==> src/rtl/firebird7_in_gate1_tessent_data_mux_pkg.sv <==
// Shared FSM state type and select-encoding helpers for the multi-source
// IJTAG data override mux.
package firebird7_in_gate1_tessent_data_mux_pkg;

  typedef enum logic [0:0] {
    STEADY = 1'b0,
    HOLD   = 1'b1
  } state_e;

  localparam int unsigned HOLD_CNT_W = 4;

  // Width of the IJTAG source index; a single source still needs one bit.
  function automatic int unsigned calc_sel_w(input int unsigned num_src);
    return (num_src > 32'd1) ? $clog2(num_src) : 32'd1;
  endfunction

  // The functional path is encoded as one past the last IJTAG source index.
  function automatic int unsigned func_sel(input int unsigned num_src);
    return num_src;
  endfunction

endpackage

==> src/rtl/firebird7_in_gate1_tessent_data_mux_hold_ctrl.sv <==
// Source-switch controller: resolves the effective target, runs the hold
// window FSM and tells the data register when and from which source to load.
module firebird7_in_gate1_tessent_data_mux_hold_ctrl
  import firebird7_in_gate1_tessent_data_mux_pkg::*;
#(
  parameter int unsigned NUM_SRC     = 4,
  parameter int unsigned HOLD_CYCLES = 2
) (
  input  logic                           clk,
  input  logic                           rst_n,
  input  logic                           ijtag_select,
  input  logic [calc_sel_w(NUM_SRC)-1:0] ijtag_src_sel,
  output logic [calc_sel_w(NUM_SRC):0]   cur_sel,
  output logic                           load_en,
  output logic                           switch_busy,
  output logic                           sel_error
);

  localparam int unsigned SEL_W = calc_sel_w(NUM_SRC);
  localparam logic [SEL_W:0] FUNC_SEL = (SEL_W + 1)'(func_sel(NUM_SRC));
  localparam logic [SEL_W:0] ZERO_SEL = {(SEL_W + 1){1'b0}};
  localparam logic [HOLD_CNT_W-1:0] HOLD_RELOAD =
    (HOLD_CYCLES > 32'd0) ? HOLD_CNT_W'(HOLD_CYCLES - 32'd1) : 4'd0;
  localparam bit ZERO_HOLD  = (HOLD_CYCLES == 32'd0);
  localparam bit SINGLE_SRC = (NUM_SRC == 32'd1);

  state_e                state_r, state_nxt_s;
  logic [SEL_W:0]        cur_sel_r, cur_sel_nxt_s;
  logic [SEL_W:0]        pend_sel_r, pend_sel_nxt_s;
  logic [HOLD_CNT_W-1:0] hold_cnt_r, hold_cnt_nxt_s;
  logic [SEL_W:0]        tgt_s;
  logic                  bad_sel_s;
  logic                  load_en_s;
  logic                  switch_busy_r;
  logic                  sel_error_r;

  // Effective target; an out-of-range index falls back to source 0.
  always_comb begin
    tgt_s     = FUNC_SEL;
    bad_sel_s = 1'b0;
    if (!ijtag_select) begin
      tgt_s = FUNC_SEL;
    end else if (SINGLE_SRC) begin
      tgt_s = ZERO_SEL;
    end else if ({1'b0, ijtag_src_sel} < FUNC_SEL) begin
      tgt_s = {1'b0, ijtag_src_sel};
    end else begin
      tgt_s     = ZERO_SEL;
      bad_sel_s = 1'b1;
    end
  end

  // Next-state logic for the hold window FSM.
  always_comb begin
    state_nxt_s    = state_r;
    cur_sel_nxt_s  = cur_sel_r;
    pend_sel_nxt_s = pend_sel_r;
    hold_cnt_nxt_s = hold_cnt_r;
    load_en_s      = 1'b0;
    case (state_r)
      STEADY: begin
        if (tgt_s == cur_sel_r) begin
          load_en_s = 1'b1;
        end else if (ZERO_HOLD) begin
          cur_sel_nxt_s = tgt_s;
          load_en_s     = 1'b1;
        end else begin
          state_nxt_s    = HOLD;
          pend_sel_nxt_s = tgt_s;
          hold_cnt_nxt_s = HOLD_RELOAD;
        end
      end
      HOLD: begin
        if (tgt_s != pend_sel_r) begin
          pend_sel_nxt_s = tgt_s;
          hold_cnt_nxt_s = HOLD_RELOAD;
        end else if (hold_cnt_r == 4'd0) begin
          state_nxt_s   = STEADY;
          cur_sel_nxt_s = pend_sel_r;
          load_en_s     = 1'b1;
        end else begin
          hold_cnt_nxt_s = hold_cnt_r - 4'd1;
        end
      end
      default: begin
        state_nxt_s = STEADY;
      end
    endcase
  end

  // FSM, select and status registers.
  always_ff @(posedge clk or negedge rst_n) begin
    if (!rst_n) begin
      state_r       <= STEADY;
      cur_sel_r     <= FUNC_SEL;
      pend_sel_r    <= FUNC_SEL;
      hold_cnt_r    <= 4'd0;
      switch_busy_r <= 1'b0;
      sel_error_r   <= 1'b0;
    end else begin
      state_r       <= state_nxt_s;
      cur_sel_r     <= cur_sel_nxt_s;
      pend_sel_r    <= pend_sel_nxt_s;
      hold_cnt_r    <= hold_cnt_nxt_s;
      switch_busy_r <= (state_nxt_s == HOLD);
      sel_error_r   <= bad_sel_s;
    end
  end

  // cur_sel is the source committed on the coming edge; it only feeds registers.
  assign cur_sel     = cur_sel_nxt_s;
  assign load_en     = load_en_s;
  assign switch_busy = switch_busy_r;
  assign sel_error   = sel_error_r;

endmodule

==> src/rtl/firebird7_in_gate1_tessent_data_mux_sync.sv <==
// Registered multi-source IJTAG data override mux with a programmable hold
// window on every change of the effective source.
module firebird7_in_gate1_tessent_data_mux_sync
  import firebird7_in_gate1_tessent_data_mux_pkg::*;
#(
  parameter int unsigned       WIDTH       = 19,
  parameter int unsigned       NUM_SRC     = 4,
  parameter int unsigned       HOLD_CYCLES = 2,
  parameter logic [WIDTH-1:0]  RESET_VALUE = {WIDTH{1'b0}}
) (
  input  logic                           ijtag_tck,
  input  logic                           ijtag_reset,
  input  logic                           ijtag_select,
  input  logic [calc_sel_w(NUM_SRC)-1:0] ijtag_src_sel,
  input  logic [NUM_SRC*WIDTH-1:0]       ijtag_data_in,
  input  logic [WIDTH-1:0]               functional_data_in,
  output logic [WIDTH-1:0]               data_out,
  output logic                           ijtag_active,
  output logic                           switch_busy,
  output logic                           sel_error
);

  localparam int unsigned SEL_W = calc_sel_w(NUM_SRC);
  localparam logic [SEL_W:0] FUNC_SEL = (SEL_W + 1)'(func_sel(NUM_SRC));

  logic [SEL_W:0]   cur_sel_s;
  logic             load_en_s;
  logic [WIDTH-1:0] src_bus_s [NUM_SRC];
  logic [WIDTH-1:0] mux_s;
  logic [WIDTH-1:0] data_out_r;
  logic             ijtag_active_r;

  firebird7_in_gate1_tessent_data_mux_hold_ctrl #(
    .NUM_SRC     (NUM_SRC),
    .HOLD_CYCLES (HOLD_CYCLES)
  ) u_hold_ctrl (
    .clk           (ijtag_tck),
    .rst_n         (ijtag_reset),
    .ijtag_select  (ijtag_select),
    .ijtag_src_sel (ijtag_src_sel),
    .cur_sel       (cur_sel_s),
    .load_en       (load_en_s),
    .switch_busy   (switch_busy),
    .sel_error     (sel_error)
  );

  for (genvar k = 0; k < NUM_SRC; k++) begin : g_src
    assign src_bus_s[k] = ijtag_data_in[k*WIDTH +: WIDTH];
  end

  // NUM_SRC+1 to 1 data mux; the sentinel select picks the functional bus.
  always_comb begin
    mux_s = functional_data_in;
    if (cur_sel_s < FUNC_SEL) begin
      mux_s = src_bus_s[cur_sel_s[SEL_W-1:0]];
    end else begin
      mux_s = functional_data_in;
    end
  end

  // Output register; holds its value while a switch is in its hold window.
  always_ff @(posedge ijtag_tck or negedge ijtag_reset) begin
    if (!ijtag_reset) begin
      data_out_r     <= RESET_VALUE;
      ijtag_active_r <= 1'b0;
    end else begin
      ijtag_active_r <= (cur_sel_s != FUNC_SEL);
      if (load_en_s) begin
        data_out_r <= mux_s;
      end else begin
        data_out_r <= data_out_r;
      end
    end
  end

  assign data_out     = data_out_r;
  assign ijtag_active = ijtag_active_r;

endmodule

==> config.mk <==
export PLATFORM = sky130hd
export DESIGN_NAME = firebird7_in_gate1_tessent_data_mux_sync
export DESIGN_NICKNAME = d
export VERILOG_FILES = /design/src/rtl/firebird7_in_gate1_tessent_data_mux_pkg.sv /design/src/rtl/firebird7_in_gate1_tessent_data_mux_hold_ctrl.sv /design/src/rtl/firebird7_in_gate1_tessent_data_mux_sync.sv
export SDC_FILE = /design/constraint.sdc
export NUM_CORES = 1
export LEC_CHECK = 0
export BUFFER_PORTS_ARGS = -buffer_cell sky130_fd_sc_hd__buf_2
export CAP_MARGIN = 30
export CORE_MARGIN = 4
export CORE_UTILIZATION = 40
export CTS_CLUSTER_DIAMETER = 80
export CTS_CLUSTER_SIZE = 16
export DETAILED_ROUTE_END_ITERATION = 16
export PLACE_DENSITY = 0.7
export SKIP_CTS_REPAIR_TIMING = 1
export SYNTH_ARGS = -nofsm -noshare
export SYNTH_HDL_FRONTEND = slang
export SYNTH_SLANG_ARGS = --single-unit
export TNS_END_PERCENT = 20
==> constraint.sdc <==
create_clock -name ijtag_tck -period 2.9 [get_ports ijtag_tck]
set_input_delay 0 -clock ijtag_tck [delete_from_list [all_inputs] [get_ports ijtag_tck]]
set_output_delay 0 -clock ijtag_tck [all_outputs]
set_load 0.02 [all_outputs]
Word level (Yosys, flattened, before mapping)
Cells that the tools add are included.
{"block": "totals", "inputBits": 100, "latchBits": 0, "register_bits": 31, "n_memories": 0, "ram_bits": 0, "out_inout_bits": 22, "mem_bits_ro": 0}
{"block": "classes", "n_mul": 0, "reduce_logical": 3, "magnitude_cmp": 2, "muxes": 23, "eq_ne": 6, "n_addsub": 1, "div": 0, "n_bitwise": 2, "n_shift": 0}
{"op": "$mux 19", "count": 3}
{"op": "$bmux 19 s2", "count": 1}
{"op": "$mux 3", "count": 6}
{"op": "$mux 4", "count": 3}
{"op": "$pmux 4 s2", "count": 1}
{"op": "$mux 1", "count": 6}
{"op": "$ne 3x3->1 const B", "count": 2}
{"op": "$pmux 3 s2", "count": 1}
{"op": "$logic_not 4->1", "count": 1}
{"op": "$ne 2x2->1 const B", "count": 2}
{"op": "$pmux 1 s2", "count": 2}
{"op": "$reduce_and 2->1", "count": 2}
{"op": "$sub 4x1->4 const B", "count": 1}
{"op": "$eq 3x3->1", "count": 1}
{"op": "$ge 3x3->1 const B", "count": 1}
{"op": "$lt 3x3->1 const B", "count": 1}
{"op": "$ne 3x3->1", "count": 1}
{"op": "$not 2->3", "count": 1}
{"op": "$not 1->1", "count": 1}

Logic depth before layout (Yosys ltp)
Gate-level depths: netlist of run 1.
{"block": "logic_depth", "ltp_word": 9, "depth_mapped": 11, "depth_no_buf": 9}

Modules after synthesis
A second synthesis of run 1 with hierarchy kept.
{"block": "hier_totals", "cells_unflattened": 148, "area_unflattened_um2": 1929.4}
{"mod": "firebird7_in_gate1_tessent_data_mux_sync", "area_each_um2": 1313.8, "cells_per_inst": 92, "n_inst": 1}
{"mod": "firebird7_in_gate1_tessent_data_mux_hold_ctrl", "area_each_um2": 615.6, "cells_per_inst": 56, "n_inst": 1}

Worst setup path after synthesis of run 1
OpenSTA, ideal clock, no wires.
{"block": "synth_path", "kind": "reg2reg", "from": "reg u_hold_ctrl.pend_sel_r[0]", "to": "reg data_out_r[10], in the netlist data_out[10]", "path_slack_ns": 0.781, "setup_time_ns": 0.131, "stages_incl_launch_ff": 10, "t_required_ns": 2.769, "arrival_time_ns": 1.988, "cell_sequence": "dfrtp_1 buf_6 or4b_4 o311a_1 nor2_1 buf_2 buf_2 a21oi_1 o211ai_1 a31oi_1"}
{"block": "synth_via", "elab_chain_len": 8}
{"item": "from (decl)", "line_no": "firebird7_in_gate1_tessent_data_mux_hold_ctrl.sv:29", "source": "logic [SEL_W:0] pend_sel_r, pend_sel_nxt_s;"}
{"item": "from (signal assigned)", "line_no": "firebird7_in_gate1_tessent_data_mux_hold_ctrl.sv:103", "source": "pend_sel_r <= pend_sel_nxt_s;"}
{"item": "$ne 3x3->1 / $mux 3 (equally long branches)", "line_no": "firebird7_in_gate1_tessent_data_mux_hold_ctrl.sv:74, firebird7_in_gate1_tessent_data_mux_hold_ctrl.sv:77"}
{"item": "$mux 3", "line_no": "firebird7_in_gate1_tessent_data_mux_hold_ctrl.sv:74", "source": "if (tgt_s != pend_sel_r) begin"}
{"item": "$mux 3", "line_no": "firebird7_in_gate1_tessent_data_mux_hold_ctrl.sv:60", "source": "case (state_r)"}
{"item": "$not 2->3 (not written as such)", "line_no": "firebird7_in_gate1_tessent_data_mux_sync.sv:55", "source": "mux_s = src_bus_s[cur_sel_s[SEL_W-1:0]];"}
{"item": "$bmux 19 s2", "line_no": "firebird7_in_gate1_tessent_data_mux_sync.sv:55"}
{"item": "$mux 19 (not written as such) (2 in series)", "line_no": "firebird7_in_gate1_tessent_data_mux_sync.sv:55"}
{"item": "$mux 19", "line_no": "firebird7_in_gate1_tessent_data_mux_sync.sv:54", "source": "if (cur_sel_s < FUNC_SEL) begin"}
{"item": "to (signal assigned)", "line_no": "firebird7_in_gate1_tessent_data_mux_sync.sv:69", "source": "data_out_r <= mux_s;"}
{"item": "to (signal assigned)", "line_no": "firebird7_in_gate1_tessent_data_mux_sync.sv:71", "source": "data_out_r <= data_out_r;"}
{"item": "to (decl)", "line_no": "firebird7_in_gate1_tessent_data_mux_sync.sv:30", "source": "logic [WIDTH-1:0] data_out_r;"}
Several ways; a longest one is shown, not always the timed one. The select of a mux whose other input is x is not followed.
A chain may end at the register's enable or synchronous reset.

Final worst setup path of run 1
{"block": "layout_path", "from": "reg u_hold_ctrl.hold_cnt_r[0]", "to": "reg data_out_r[8], in the netlist data_out[8]"}
{"block": "layout_via", "elab_chain_len": 9}
{"item": "from (decl)", "line_no": "firebird7_in_gate1_tessent_data_mux_hold_ctrl.sv:30", "source": "logic [HOLD_CNT_W-1:0] hold_cnt_r, hold_cnt_nxt_s;"}
{"item": "from (signal assigned)", "line_no": "firebird7_in_gate1_tessent_data_mux_hold_ctrl.sv:104", "source": "hold_cnt_r <= hold_cnt_nxt_s;"}
{"item": "$logic_not 4->1 *", "line_no": "firebird7_in_gate1_tessent_data_mux_hold_ctrl.sv:77", "source": "end else if (hold_cnt_r == 4'd0) begin"}
{"item": "$mux 3", "line_no": "firebird7_in_gate1_tessent_data_mux_hold_ctrl.sv:77"}
{"item": "$mux 3", "line_no": "firebird7_in_gate1_tessent_data_mux_hold_ctrl.sv:74"}
{"item": "$mux 3", "line_no": "firebird7_in_gate1_tessent_data_mux_hold_ctrl.sv:60"}
{"item": "$not 2->3 (not written as such)", "line_no": "firebird7_in_gate1_tessent_data_mux_sync.sv:55"}
{"item": "$bmux 19 s2", "line_no": "firebird7_in_gate1_tessent_data_mux_sync.sv:55"}
{"item": "$mux 19 (not written as such) (2 in series)", "line_no": "firebird7_in_gate1_tessent_data_mux_sync.sv:55"}
{"item": "$mux 19", "line_no": "firebird7_in_gate1_tessent_data_mux_sync.sv:54"}
Mark *: on every way between the ends. The rest lies on a longest branch, timed or not. The select of a mux whose other input is x is not followed.

==> reports/results.txt, run 1 <==
synthesized flop and latch total: 31
Period minus WS final: 2.55 ns
Via Count: 3599
reg-to-reg slack, setup: 0.35 ns
core area: 7330 um^2
Sum Neg Setup Slack: 0 ns
CTS clk-pin slew, worst paths: 0.07 ns
global-route wire length before repair: 16400 um
CP dominant cell by count: inv_1
CP bufs+invs: 2
Initial Utilization: 41.6%
P_leak: 1.64 nW
Max Clock Skew: 0.00472 ns
worst vdd ir: 245 uV
FP Rows: 31
Worst Path Arrival: 2.77 ns
Die X: 95.3 um
Largest delay share family, worst path: buffers and inverters
gpl congestion: 0.893
worst slew pin tran: 0.723 ns
CTS tree: done
mapped cell area: 3050 um^2
clock sink count: 31
die height: 95.3 um
Yosys Warn Count: 0
diode count: 0
Root Buffer Master: clkbuf_8
Hold Path Depth: 2
largest net degree at the start of global routing: 79
Syn Inst Count: 453
vias in the first global route: 3325
Fin. Hold Viols: 0
crit path max fanout: 21
Distinct cells, synth: 33
combinational share of power: 57.8%
pwr dens: 712 nW/um^2
I/O pin count: 122
IO Port Bufs: 120
setup violators final: 0
syn avg cell area: 6.73 um^2
DRT iter0 DRCs: 354
crit start category: flop
Layout Cells excl Fill: 646
Area Overhead vs Synth: 22.9%
Final Routed Wirelength: 10200 um
H-Tree Depth: 2
Crit path depth: 9
gr usage total: 22.8%
Worst R2R Path Depth: 9
CTS buffer count: 5
Max Freq: 392 MHz
final routed DRC violation total: 0
fin crit share: 88.0%
Multi-input gate area: 2040 um^2
RSZ-0062 raised after global routing: no
final antenna-violating net count: 0
die area: 9080 um^2
syn_nets: 555
max-slew violations: 0
Clk network pwr share: 14.3%
placed insts: 637
initial antenna violation count: 0
FF/Latch Area: 781 um^2
Layout fillers: 734
fraction of power spent switching nets: 46.9%
WL/cell: 15.7 um
nets: 648
worst min path class: in2reg
DPL Wire Length: 7200 um
Max Root-Sink Buffers: 2
NetSw: 0.00125 W
Via-to-Cell Ratio: 5.57
Flop pwr share: 28.0%
clk_lat worst skew: 0.29 ns
Seq/Total Area, Yosys: 25.5%
CP max-delay cell: inv_1
Internal: 0.00142 W
TritonRoute pass-1 iters: 5
headroom to the max-slew limit: 51.8%
layout cells sized above 1: 26.7%
worst stage delay on the critical path: 0.54 ns
max-cap violations: 0
commonest non-fill, non-tap cell in the layout: buf_2
most frequent cells in the layout: buf_2, a21oi_1, nand2_1
CP Capture Type: flop
kind of critical path: reg2reg
run status: completed
Overflow after GRT: 0
Req. time, crit path: 3.11 ns
critical-path cell list: inv_1, ha_1, nor4bb_1, o21ai_0, nand2b_2, mux2i_2, inv_1, o211ai_1, a31oi_1
[logic make-up after synthesis]
logic type                 count (synthesis)  share of synthesized area (%)
and+or+nand+nor                          197                           31.9
AOI/OAI and AO/OA                        166                           32.0
buffers and inverters                     51                           8.00
DFF                                       31                           25.5
xor gates and xnor gates                   4                           1.15
adders and majority gates                  2                          0.821
other                                      1                          0.123
muxes                                      1                          0.451
[worst reg2reg max path: stages, from the launching register on]
cell	delay, ns
dfrtp_1	0.41
inv_1	0.09
ha_1	0.14
nor4bb_1	0.23
o21ai_0	0.18
nand2b_2	0.29
mux2i_2	0.19
inv_1	0.54
o211ai_1	0.21
a31oi_1	0.21
[cell type report]
class                   count  area share, %
well taps                  99           3.31
multi-input cells         371           54.4
inverters                   7          0.702
clock buffers               8           2.67
flip-flops and latches     31           20.8
repair buffers            130           18.1
[sequential cells by signal (all words and copies together), names as in the netlist]
name	cells
data_out	19
u_hold_ctrl.pend_sel_r	3
ijtag_active	1
u_hold_ctrl.state_r	1
u_hold_ctrl.cur_sel_r	3
u_hold_ctrl.hold_cnt_r	4
[synthesized netlist by cell type]
| library cell | n | share of area [%] |
|---|---|---|
| a21oi_1 | 99 | 16 |
| nand2_1 | 87 | 11 |
| nand2b_1 | 76 | 16 |
| o211ai_1 | 39 | 9.6 |
| dfrtp_1 | 29 | 24 |
| clkbuf_1 | 25 | 3.1 |
| nor2_1 | 22 | 2.7 |
| a31oi_1 | 20 | 4.1 |
| buf_2 | 9 | 1.5 |
| inv_1 | 7 | 0.86 |
| buf_6 | 4 | 1.5 |
| o21ai_0 | 4 | 0.66 |
| buf_1 | 3 | 0.37 |
| buf_4 | 3 | 0.74 |
| dfstp_2 | 2 | 1.7 |
| ha_1 | 2 | 0.82 |
| nand3_1 | 2 | 0.33 |
| nor3_1 | 2 | 0.33 |
| or3_1 | 2 | 0.41 |
| xnor2_1 | 2 | 0.57 |
| xor2_1 | 2 | 0.57 |
| a21oi_2 | 1 | 0.29 |
| and3_1 | 1 | 0.21 |
| conb_1 | 1 | 0.12 |
| mux2i_2 | 1 | 0.45 |
| nand2b_2 | 1 | 0.29 |
| nand4b_1 | 1 | 0.29 |
| nor3b_1 | 1 | 0.25 |
| nor4bb_1 | 1 | 0.33 |
| o311a_1 | 1 | 0.33 |
| o311ai_2 | 1 | 0.53 |
| o31ai_1 | 1 | 0.25 |
| or4b_4 | 1 | 0.45 |
[power groups by stage]
stage               Combinational [W]  Sequential, W  Clock [W]
floorplan                    0.000923       0.000890          0
global placement              0.00151       0.000744          0
detailed placement            0.00154       0.000749          0
CTS                           0.00154       0.000745   0.000384
global route                  0.00170       0.000767   0.000407
finish                        0.00154       0.000746   0.000380
[metal layers]
metal	global-route usage (%)	vias to the layer above	share of wire, %
li1	-	1743	-
met1	31.5	1683	42
met2	34.9	150	48
met3	4.89	23	7.3
met4	8.41	0	2.7
met5	0	-	0
[path summary, 6_finish.rpt]
| kind | to | start |
|---|---|---|
| worst max-delay path | data_out[8] | u_hold_ctrl.hold_cnt_r[0] |
| worst min-delay path | u_hold_ctrl.pend_sel_r[2] | ijtag_select |
| worst max register to register | data_out[8] | u_hold_ctrl.hold_cnt_r[0] |
| worst min register to register | u_hold_ctrl.pend_sel_r[2] | u_hold_ctrl.pend_sel_r[2] |
| max in group asynchronous | u_hold_ctrl.pend_sel_r[0] | ijtag_reset |
| min in group asynchronous | data_out[5] | ijtag_reset |
[per-stage QoR]
| stage | area, um^2 | hold WS (ns) | setup WS [ns] | utilization [%] | power, W |
|---|---|---|---|---|---|
| 2_1_floorplan | 3050 | -0.296 | 0.781 | - | 0.00181 |
| 3_3_place_gp | 3630 | 0.0890 | 0.438 | 49.6 | 0.00226 |
| 3_5_place_dp | 3630 | 0.0942 | 0.317 | 49.6 | 0.00228 |
| 4_1_cts | 3730 | -0.219 | 0.312 | 50.9 | 0.00267 |
| 5_1_grt | 3740 | 0.0421 | 0.0575 | 51.1 | 0.00287 |
| 6_report | 3740 | 0.0215 | 0.347 | 51.1 | 0.00267 |
Note: power is estimated with default switching activity, not from simulation.
==> inputs of run 2 (changes only) <==
Settings changed: CELL_PAD_IN_SITES_DETAIL_PLACEMENT set to 0, CELL_PAD_IN_SITES_GLOBAL_PLACEMENT set to 1, CORE_UTILIZATION 40 to 34, PLACE_DENSITY 0.7 to 0.84.
==> run 2 against run 1 <==
Fmax decreased by 0.97%. Cell count rose by 2.0%. Routed wire length up 5.5%. Clock skew up 0.0063 ns. Core utilization is 7.3 points lower. Combinational power is essentially flat.
==> reports/results.txt, run 2 (synthesized netlist as in run 1, its figures left out) <==
vias in the first global route: 3323 (was 3325)
pwr dens: 718 nW/um^2 (was 712 nW/um^2)
fin crit share: 88.9% (was 88.0%)
Largest register FFs: 19 (unchanged)
DRT iter0 DRCs: 401 (was 354)
clock sink count: 31 (unchanged)
clk_lat worst skew: 0.28 ns (was 0.29 ns)
I/O pin count: 122 (unchanged)
global-route wire length before repair: 16900 um (was 16400 um)
diode count: 0 (unchanged)
max-cap violations: 0 (unchanged)
headroom to the max-slew limit: 48.2% (was 51.8%)
crit start category: flop (unchanged)
RSZ-0062 raised after global routing: no (unchanged)
Max Clock Skew: 0.0110 ns (was 0.00472 ns)
CTS clk-pin slew, worst paths: 0.07 ns (about the same)
Overflow after GRT: 0 (unchanged)
reg-to-reg startpoint: u_hold_ctrl.hold_cnt_r[0] (unchanged)
kind of critical path: reg2reg (unchanged)
Fin. Hold Viols: 0 (unchanged)
crit path capture: data_out[17] (was data_out[8])
FP Rows: 34 (was 31)
CP Capture Type: flop (unchanged)
Worst Path Arrival: 2.78 ns (was 2.77 ns)
nets: 652 (was 648)
core area: 8720 um^2 (was 7330 um^2)
TritonRoute pass-1 iters: 5 (unchanged)
Root Buffer Master: clkbuf_8 (unchanged)
NetSw: 0.00126 W (was 0.00125 W)
worst setup margin: 0.322 ns (was 0.347 ns)
Flop pwr share: 27.0% (was 28.0%)
worst min path class: in2reg (unchanged)
crit path launch: u_hold_ctrl.hold_cnt_r[0] (unchanged)
Final Routed Wirelength: 10700 um (was 10200 um)
die area: 10500 um^2 (was 9080 um^2)
fraction of power spent switching nets: 45.9% (was 46.9%)
Via-to-Cell Ratio: 5.33 (was 5.57)
initial antenna violation count: 0 (unchanged)
WL/cell: 16.3 um (was 15.7 um)
Area Overhead vs Synth: 25.4% (was 22.9%)
Initial Utilization: 34.9% (was 41.6%)
CTS tree: done (unchanged)
Worst R2R Path Depth: 10 (was 9)
Period minus WS final: 2.58 ns (was 2.55 ns)
Via Count: 3512 (was 3599)
setup violators final: 0 (unchanged)
commonest non-fill, non-tap cell in the layout: buf_2 (unchanged)
Layout fillers: 899 (was 734)
reg-to-reg slack, setup: 0.32 ns (was 0.35 ns)
H-Tree Depth: 2 (unchanged)
final routed DRC violation total: 0 (unchanged)
die height: 103 um (was 95.3 um)
most frequent cells in the layout: buf_2, a21oi_1, nand2_1 (unchanged)
Clk network pwr share: 16.2% (was 14.3%)
Hold WS: 0.0301 ns (was 0.0215 ns)
IO Port Bufs: 120 (unchanged)
layout cells sized above 1: 27.4% (was 26.7%)
crit path max fanout: 14 (was 21)
gpl congestion: 0.881 (was 0.893)
largest net degree at the start of global routing: 78 (was 79)
DPL Wire Length: 7740 um (was 7200 um)
worst vdd ir: 227 uV (was 245 uV)
combinational share of power: 56.8% (was 57.8%)
final antenna-violating net count: 0 (unchanged)
Place WS: 0.376 ns (was 0.317 ns)
max-slew violations: 0 (unchanged)
Worst R2R End: data_out[17] (was data_out[8])
Die X: 103 um (was 95.3 um)
gr usage total: 20.4% (was 22.8%)
CTS buffer count: 5 (unchanged)
Internal: 0.00148 W (was 0.00142 W)
Sum Neg Setup Slack: 0 ns (unchanged)
worst slew pin tran: 0.776 ns (was 0.723 ns)
Hold Path Depth: 3 (was 2)
P_leak: 1.67 nW (was 1.64 nW)
Req. time, crit path: 3.10 ns (was 3.11 ns)
run status: completed (unchanged)
Max Freq: 388 MHz (was 392 MHz)
Max Root-Sink Buffers: 2 (unchanged)
run 2: layer usage:
layer,routed length [um],global-route usage (%),up-vias
met5,0,0,-
met4,178,5.95,0
met3,742,3.38,16
met2,4770,30.3,144
met1,5050,30.3,1603
li1,-,-,1749
run 2: worst max-delay path, cell delays in order, from the launching register on:
cell      delay [ns]
dfrtp_1         0.41
inv_1           0.09
ha_1            0.14
nor4bb_1        0.25
o21ai_0         0.16
nand2b_2        0.24
mux2i_2         0.18
inv_1           0.43
buf_4           0.26
o211ai_1        0.11
a31oi_1         0.22
run 2: power by group through the flow:
stage	registers, W	logic (W)	clock network [W]
after global routing	0.000764	0.00172	0.000475
after detailed placement	0.000745	0.00156	0
after global placement	0.000742	0.00153	0
final	0.000740	0.00156	0.000444
after CTS	0.000740	0.00156	0.000459
after floorplan	0.000890	0.000923	0
run 2: through the flow:
step                utilization, %  cell area [um^2]  total power (W)  cells
floorplan                        -              3050          0.00181    453
global placement              42.4              3690          0.00227    650
detailed placement            42.4              3690          0.00230    650
CTS                           43.7              3810          0.00276    658
global route                  43.8              3820          0.00296    659
finish                        43.8              3820          0.00274    659
run 2: cell type report:
type                    count  area, um^2  share of cell area (%)
inverters                   7        26.3                   0.688
flip-flops and latches     31         781                    20.4
well taps                 108         135                    3.54
multi-input cells         371        2040                    53.4
clock inverters             2        35.0                   0.917
repair buffers            134         721                    18.9
clock buffers               6        82.6                    2.16
run 2: worst min path at each step:
stage / start / endpoint / slack [ns]
final: ijtag_src_sel[1] / u_hold_ctrl.pend_sel_r[1] / 0.03
after floorplan: ijtag_reset / data_out[0] / -0.30
after CTS: ijtag_reset / data_out[3] / -0.21
after global placement: ijtag_reset / ijtag_active / 0.11
after global routing: ijtag_src_sel[1] / u_hold_ctrl.pend_sel_r[1] / 0.04
after detailed placement: ijtag_reset / u_hold_ctrl.hold_cnt_r[1] / 0.10
==> inputs of run 3 (changes only) <==
Settings changed: CORE_UTILIZATION 34 to 30, GPL_TIMING_DRIVEN set to 0, PLACE_DENSITY 0.84 to 0.76.
==> run 3 against run 2 <==
Cell count rose by 8.5%. Total power rose by 3.3%. First-iteration DRC count fell by 50%. Critical path type unchanged. Critical endpoint is now data_out[16]. Highest routed layer unchanged.
==> reports/results.txt, run 3 (synthesized netlist as in run 1, its figures left out) <==
kind of critical path: reg2reg (unchanged)
commonest non-fill, non-tap cell in the layout: buf_2 (unchanged)
Largest register FFs: 19 (unchanged)
Sum Neg Setup Slack: 0 ns (unchanged)
Initial Utilization: 31.0% (was 34.9%)
fin util: 40.2% (was 43.8%)
largest net degree at the start of global routing: 32 (was 78)
CP Capture Type: flop (unchanged)
core area: 9820 um^2 (was 8720 um^2)
gr usage total: 19.5% (was 20.4%)
final antenna-violating net count: 0 (unchanged)
Fin. Hold Viols: 0 (unchanged)
crit path max fanout: 10 (was 14)
initial antenna violation count: 0 (unchanged)
FP Rows: 36 (was 34)
CTS clk-pin slew, worst paths: 0.07 ns (about the same)
Max Root-Sink Buffers: 2 (unchanged)
max-cap violations: 0 (unchanged)
Layout fillers: 1089 (was 899)
Cell Area, Placed: 3810 um^2 (was 3690 um^2)
most frequent cells in the layout: buf_2, a21oi_1, nand2_1 (unchanged)
die area: 11800 um^2 (was 10500 um^2)
fin crit share: 89.4% (was 88.9%)
RSZ-0062 raised after global routing: no (unchanged)
worst slew pin tran: 0.761 ns (was 0.776 ns)
final routed DRC violation total: 0 (unchanged)
layout cells sized above 1: 25.9% (was 27.4%)
headroom to the max-slew limit: 49.3% (was 48.2%)
vias in the first global route: 3589 (was 3323)
clk_lat worst skew: 0.30 ns (was 0.28 ns)
reg-to-reg slack, setup: 0.31 ns (was 0.32 ns)
Via Count: 3651 (was 3512)
CTS tree: done (unchanged)
I/O pin count: 122 (unchanged)
Area Overhead vs Synth: 29.4% (was 25.4%)
Period minus WS final: 2.59 ns (was 2.58 ns)
global-route wire length before repair: 18100 um (was 16900 um)
pwr dens: 719 nW/um^2 (was 718 nW/um^2)
Req. time, crit path: 3.06 ns (was 3.10 ns)
Final Routed Wirelength: 11600 um (was 10700 um)
DRT iter0 DRCs: 202 (was 401)
worst vdd ir: 213 uV (was 227 uV)
gpl congestion: 0.809 (was 0.881)
P_leak: 1.72 nW (was 1.67 nW)
WL/cell: 16.3 um (about the same)
Overflow after GRT: 0 (unchanged)
Via-to-Cell Ratio: 5.11 (was 5.33)
diode count: 0 (unchanged)
max-slew violations: 0 (unchanged)
Die X: 109 um (was 103 um)
crit start category: flop (unchanged)
H-Tree Depth: 2 (unchanged)
die height: 109 um (was 103 um)
run status: completed (unchanged)
nets: 683 (was 652)
setup violators final: 0 (unchanged)
Max Freq: 386 MHz (was 388 MHz)
Max Clock Skew: 0.0103 ns (was 0.0110 ns)
CTS buffer count: 5 (unchanged)
Worst Path Arrival: 2.75 ns (was 2.78 ns)
worst min path class: in2reg (unchanged)
clock sink count: 31 (unchanged)
TritonRoute pass-1 iters: 5 (unchanged)
overall power: 0.00283 W (was 0.00274 W)
DPL Wire Length: 8880 um (was 7740 um)
Root Buffer Master: clkbuf_8 (unchanged)
post-route cell area: 3940 um^2 (was 3820 um^2)
IO Port Bufs: 120 (unchanged)
[run 3: worst max-delay path, stage by stage (launching register included)]
cell and delay (ns):
dfrtp_1 0.38, buf_6 0.14, or4b_4 0.54, o311a_1 0.15, nor2_1 0.22, buf_2 0.28, buf_2 0.27, a21oi_1 0.07
o211ai_1 0.29, a31oi_1 0.12
[run 3: metrics by stage]
stage	instances	hold slack, ns	worst slack, ns
final	715	0.0157	0.308
after global routing	715	0.0106	0.195
after detailed placement	706	0.120	0.332
after CTS	714	-0.200	0.323
after floorplan	453	-0.296	0.781
after global placement	706	0.110	0.341
[run 3: worst paths after layout]
path                                           start                        end  cells after the start
max                        u_hold_ctrl.pend_sel_r[0]               data_out[16]                      9
min                                 ijtag_src_sel[1]  u_hold_ctrl.pend_sel_r[1]                      3
max reg2reg                u_hold_ctrl.pend_sel_r[0]               data_out[16]                      9
min reg2reg                u_hold_ctrl.hold_cnt_r[0]  u_hold_ctrl.hold_cnt_r[0]                      1
max in group asynchronous                ijtag_reset        u_hold_ctrl.state_r                      2
min in group asynchronous                ijtag_reset                data_out[9]                      2
[run 3: final cells by class]
cell class	instances	area (um^2)	share of cell area, %
multi-input cells	371	2030	51.4
well taps	133	166	4.22
repair buffers	121	611	15.5
inverters	7	26.3	0.666
flip-flops and latches	31	778	19.7
plain buffers	44	218	5.52
clock buffers	6	82.6	2.09
clock inverters	2	35.0	0.889
[run 3: report_power, final]
group / switching [W] / internal (W)
Clock: 0.000188 / 0.000278
Combinational: 0.00102 / 0.000629
Sequential: 0.000106 / 0.000612
Total: 0.00131 / 0.00152
[run 3: layer usage]
metal  track usage, %  routed length, um
met5                0                  0
met4             5.86                175
met3             2.61                560
met2             30.7               5570
met1             27.6               5330
